==> src/rtl/stepper_phase_driver.sv <==
// stepper_phase_driver
// Turns the 2-bit phase index of an up/down modulo-4 counter into a
// wave-drive pattern for a 4-coil stepper (bit0=A, bit1=B, bit2=A', bit3=B').
// Every accepted phase change is followed by a programmable all-coils-off
// dead time. The block also tracks step direction and a signed revolution
// count, and raises a sticky error on an illegal two-phase jump.
//
// state | meaning
// ------+-----------------------------------------------------------------
// IDLE  | driver disabled or just out of reset, coils off
// HOLD  | driving pat(cur_phase), watching the phase input for a change
// DEAD  | all coils off between two patterns, phase input ignored

module stepper_phase_driver #(
  parameter int DEAD_CYCLES = 2,
  parameter int POS_W       = 8
) (
  input  logic             clk,
  input  logic             rst,
  input  logic             en,
  input  logic             clr,
  input  logic [1:0]       phase,
  output logic [3:0]       coil,
  output logic             busy,
  output logic             dir,
  output logic [POS_W-1:0] turns,
  output logic             err
);

  typedef enum logic [1:0] {
    IDLE = 2'd0,
    HOLD = 2'd1,
    DEAD = 2'd2
  } state_e;

  // Dead-time counter reload; a zero dead time never loads the counter.
  localparam logic [7:0]       DEAD_LOAD = (DEAD_CYCLES > 0) ? 8'(DEAD_CYCLES - 1) : 8'd0;
  localparam logic [POS_W-1:0] TURN_ONE  = POS_W'(1);

  state_e           state_q, state_d;
  logic [1:0]       cur_phase_q, cur_phase_d;
  logic [7:0]       cnt_q, cnt_d;
  logic [3:0]       coil_q, coil_d;
  logic             busy_q, busy_d;
  logic             dir_q, dir_d;
  logic [POS_W-1:0] turns_q, turns_d;
  logic             err_q, err_d;

  // Step classification of the live phase against the last accepted one.
  logic [1:0] delta;
  logic       phase_changed;
  logic       step_up;
  logic       step_dn;
  logic       step_jump;
  logic       wrap_up;
  logic       wrap_dn;

  function automatic logic [3:0] pat(input logic [1:0] p);
    logic [3:0] r;
    case (p)
      2'd0:    r = 4'b0001;
      2'd1:    r = 4'b0010;
      2'd2:    r = 4'b0100;
      default: r = 4'b1000;
    endcase
    return r;
  endfunction

  // Decode the modulo-4 distance between the input phase and cur_phase.
  always_comb begin
    delta         = phase - cur_phase_q;
    phase_changed = (delta != 2'd0);
    step_up       = (delta == 2'd1);
    step_dn       = (delta == 2'd3);
    step_jump     = (delta == 2'd2);
    // A full revolution is credited on 3->0 and debited on 0->3.
    wrap_up       = step_up && (cur_phase_q == 2'd3);
    wrap_dn       = step_dn && (cur_phase_q == 2'd0);
  end

  // Next-state and registered-output logic.
  always_comb begin
    state_d     = state_q;
    cur_phase_d = cur_phase_q;
    cnt_d       = cnt_q;
    coil_d      = coil_q;
    busy_d      = busy_q;
    dir_d       = dir_q;
    turns_d     = turns_q;
    err_d       = err_q;

    if (!en) begin
      // Disable wins over any step sampled on this edge; nothing is tracked.
      state_d = IDLE;
      coil_d  = 4'b0000;
      busy_d  = 1'b0;
    end else begin
      case (state_q)
        IDLE: begin
          // Resync: adopt the current phase without counting a step.
          cur_phase_d = phase;
          coil_d      = pat(phase);
          busy_d      = 1'b0;
          state_d     = HOLD;
        end

        HOLD: begin
          coil_d = pat(cur_phase_q);
          busy_d = 1'b0;
          if (phase_changed) begin
            if (step_up) begin
              dir_d = 1'b1;
              if (wrap_up) turns_d = turns_q + TURN_ONE;
            end else if (step_dn) begin
              dir_d = 1'b0;
              if (wrap_dn) turns_d = turns_q - TURN_ONE;
            end else if (step_jump) begin
              err_d = 1'b1;
            end
            cur_phase_d = phase;
            if (DEAD_CYCLES > 0) begin
              coil_d  = 4'b0000;
              busy_d  = 1'b1;
              cnt_d   = DEAD_LOAD;
              state_d = DEAD;
            end else begin
              coil_d  = pat(phase);
            end
          end
        end

        DEAD: begin
          // Any phase movement here is picked up on the first HOLD cycle.
          if (cnt_q == 8'd0) begin
            coil_d  = pat(cur_phase_q);
            busy_d  = 1'b0;
            state_d = HOLD;
          end else begin
            coil_d  = 4'b0000;
            busy_d  = 1'b1;
            cnt_d   = cnt_q - 8'd1;
          end
        end

        default: begin
          state_d = IDLE;
          coil_d  = 4'b0000;
          busy_d  = 1'b0;
        end
      endcase
    end

    // Clear acts regardless of state or enable and beats a same-edge update.
    if (clr) begin
      turns_d = '0;
      err_d   = 1'b0;
    end
  end

  // State and output registers; reset forces the coils off immediately.
  always_ff @(posedge clk or posedge rst) begin
    if (rst) begin
      state_q     <= IDLE;
      cur_phase_q <= 2'd0;
      cnt_q       <= 8'd0;
      coil_q      <= 4'b0000;
      busy_q      <= 1'b0;
      dir_q       <= 1'b0;
      turns_q     <= '0;
      err_q       <= 1'b0;
    end else begin
      state_q     <= state_d;
      cur_phase_q <= cur_phase_d;
      cnt_q       <= cnt_d;
      coil_q      <= coil_d;
      busy_q      <= busy_d;
      dir_q       <= dir_d;
      turns_q     <= turns_d;
      err_q       <= err_d;
    end
  end

  assign coil  = coil_q;
  assign busy  = busy_q;
  assign dir   = dir_q;
  assign turns = turns_q;
  assign err   = err_q;

endmodule

==> config.mk <==
export PLATFORM = sky130hd
export DESIGN_NAME = stepper_phase_driver
export DESIGN_NICKNAME = d
export VERILOG_FILES = /design/src/rtl/stepper_phase_driver.sv
export SDC_FILE = /design/constraint.sdc
export NUM_CORES = 1
export LEC_CHECK = 0
export ABC_AREA = 1
export CAP_MARGIN = 20
export CORE_ASPECT_RATIO = 0.5
export CORE_UTILIZATION = 55
export DETAILED_ROUTE_END_ITERATION = 6
export PLACE_DENSITY = 0.79
export SLEW_MARGIN = 40
export SYNTH_ARGS = -nofsm -noshare
export SYNTH_HDL_FRONTEND = slang
export SYNTH_SLANG_ARGS = --single-unit
==> constraint.sdc <==
create_clock -name clk -period 5.54 [get_ports clk]
set_clock_uncertainty 0.1 [all_clocks]
set_input_delay 1.108 -clock clk [delete_from_list [all_inputs] [get_ports clk]]
set_output_delay 1.108 -clock clk [all_outputs]
set_load 0.005 [all_outputs]
==> flow_metrics.py <==
metrics = {
    "clock_tree": {
        "numClockSinks": 27,
        "post_cts_buffers": 0,
        "cts_tree": "built",
        "clock_latency_ps": 280,
        "root_buffer": "clkbuf_8",
        "ctsResizeCount": 0,
        "numCtsBuffers": 3,
        "postCtsHoldBufs": 0,
        "path_clk_slew_ps": 100,
        "cts_max_level": 1,
        "clock_path_buffers": 2,
    },
    "die": {
        "rows": 14,
        "fp.dieW_um": 81.6,
        "core_mm2": 0.00301,
        "die_h_um": 41.8,
        "ios": 21,
        "dieArea_mm2": 0.00341,
        "start_util_pct": 57.9,
    },
    "synthesis": {
        "yosysMostFrequentCell": "nand2_1",
        "synth_cell_types": 29,
        "synth_area_leader_cell": "dfrtp_1",
        "synth.area.top_cells": "dfrtp_1 39%, nand2_1 13%, ha_1 9.3%, inv_1 6.7%, nand3_1 5.7%",
        "synthFlopType": "dfrtp_1",
        "synth_common_cells": "59 x nand2_1, 31 x inv_1, 27 x dfrtp_1",
        "synth.yosys.seq_area_share_pct": 38.7,
        "yosys_warnings": 0,
        "syn_area_mm2": 0.00174,
        "ys_ff_latch": 27,
        "syn_nets": 249,
        "syn_inst": 230,
        "synth_edf_count": 0,
        "async_reset_ff_share_pct": 100,
        "synth.avg_cell_area_um2": 7.58,
        "synth.top_cell.area_share_pct": 38.7,
    },
    "worst_setup_path": {
        "startpoint": "phase[0]",
        "critPathArrivalTime_ps": 3790,
        "crit_required_ps": 5620,
        "r2r_start": "cur_phase_q[0]",
        "cp-end-kind": "flip-flop",
        "crit_fanout": 8,
        "critical_path_class": "input pin to flip-flop",
        "cp-start-kind": "input pin",
    },
    "sta": {
        "relSlewSlack_pct": 61.1,
        "fin_crit_ps": 3710,
        "tightest_slew_ps": 582,
        "drv_slew": 0,
        "rsz0062_at_grt": "no",
        "hold_violations": 0,
        "setup_tns_ps": 0,
        "clock.fmax_ghz": 0.269,
        "setup_viol": 0,
        "fin_crit_sh_pct": 67.0,
    },
    "detailed_routing": {
        "wl_per_cell_um": 12.8,
        "ant_nets": 0,
        "drt_iter0_drc": 101,
        "num_vias": 1594,
        "drc": 0,
        "routed_wl_mm": 3.75,
        "dr.pass1.iters": 4,
        "vias_per_cell": 5.44,
    },
    "final_layout": {
        "n_antenna_cell": 0,
        "area_growth_pct": 16.6,
        "layout-drive-gt1-share_pct": 6.32,
        "nets": 273,
    },
    "job": {
        "maxCapViolCount": 0,
    },
    "global_route": {
        "grt_usage_pct": 24.3,
        "grt_first_pass_wirelength_mm": 6.33,
        "grt_pass1_vias": 1490,
        "grt_max_degree": 28,
        "gr-total-overflow": 0,
        "antenna_found_initial": 0,
    },
    "power_and_ir_drop": {
        "power.total_uw": 911,
        "irDropWorstVdd_v": 0.000306,
        "p_leak_uw": 0.00101,
        "powerDensity_mw_per_mm2": 448,
    },
    "place": {
        "port_buffers": 20,
        "finalWeightedCongestion": 0.874,
        "hpwl_mm": 2.80,
    },
    "hold_path": {
        "hp-start": "cnt_q[7]",
        "min_path_type": "flip-flop to flip-flop",
    },
    "status": {
        "status": "finished, final reports clean",
    },
}
[flip-flops by register name, summed over array words and instances (netlist names)]
name,cells
busy,1
cnt_q,8
coil,4
cur_phase_q,2
dir,1
err,1
state_q,2
turns,8
[power by group]
part	leakage (uW)	switching [uW]	internal (uW)	total, uW
registers	0.000362	43.9	248	292
logic	0.000622	313	190	502
clock network	0.0000255	66.0	50.6	117
[path summary, 6_finish.rpt]
kind                       depth (start not counted)       end  slack, ps
min reg2reg                                        2  cnt_q[7]        390
min                                                2  cnt_q[7]        390
max in group asynchronous                          2      busy       3860
max                                               12  turns[6]       1830
min in group asynchronous                          2  cnt_q[5]       1100
max reg2reg                                       10  turns[6]       2820
[cell usage in the layout, fill, tap and decap left out]
cell type,n
xnor2_1,2
nor2_1,17
nand3b_1,1
o22ai_1,1
inv_1,30
nand4_1,4
nand2_1,59
a21boi_0,1
nand2_2,6
nand2_4,1
a21oi_1,8
o21ai_1,4
o31ai_1,3
o2111ai_1,1
clkinv_2,1
a211oi_1,1
o21ai_0,12
inv_2,3
nor2_2,1
o21a_1,1
nand3_1,20
o21bai_1,1
a21oi_4,1
ha_1,13
dfrtp_1,27
clkinv_1,1
a32oi_1,3
xor2_1,4
nor3_1,3
clkbuf_8,3
clkdlybuf4s50_1,20
[cell type report]
type / count / area (um2)
clock buffers: 3 / 41.3
flip-flops and latches: 27 / 676
repair buffers: 20 / 200
fillers: 259 / 980
clock inverters: 1 / 5.00
inverters: 34 / 128
multi-input cells: 168 / 933
well taps: 40 / 50.0
[routing by layer]
| metal | share of wire [%] | vias to the layer above | track usage [%] |
|---|---|---|---|
| met2 | 48 | 38 | 43.0 |
| met1 | 47 | 754 | 29.1 |
| met3 | 3.8 | 4 | 6.81 |
| met4 | 0.72 | 0 | 6.32 |
| met5 | 0 | - | 0 |
| li1 | - | 798 | - |
[critical path: stages]
cell and delay [ps]:
clkdlybuf4s50_1 510, inv_1 100, ha_1 330, inv_1 150, nand3_1 320, ha_1 470
a21oi_1 220, nor2_1 60, a211oi_1 270, nand3_1 130, nand2_1 70, o21ai_1 50
[cells by family (layout without fill, tap and decap cells)]
group                    after synthesis  after routing  synth area share (%)
AND/OR/NAND/NOR                      112            112                  28.0
adder cells (fa/ha/maj)               13             13                  9.33
flip-flops                            27             27                  38.7
buffers and inverters                 35             58                  7.75
AO/OA/AOI/OAI                         37             37                  13.2
XOR/XNOR                               6              6                  3.01
[through the flow]
step	area, um2	worst slack, ps	utilization (%)	instances	hold WS, ps
floorplan	1740	2430	-	230	352
CTS	2030	1890	67.5	293	399
global placement	1990	1730	65.9	289	368
finish	2030	1830	67.5	293	395
detailed placement	1990	1610	65.9	289	375
global route	2030	1600	67.5	293	436
No activity file was read; power rests on OpenSTA's default activity.
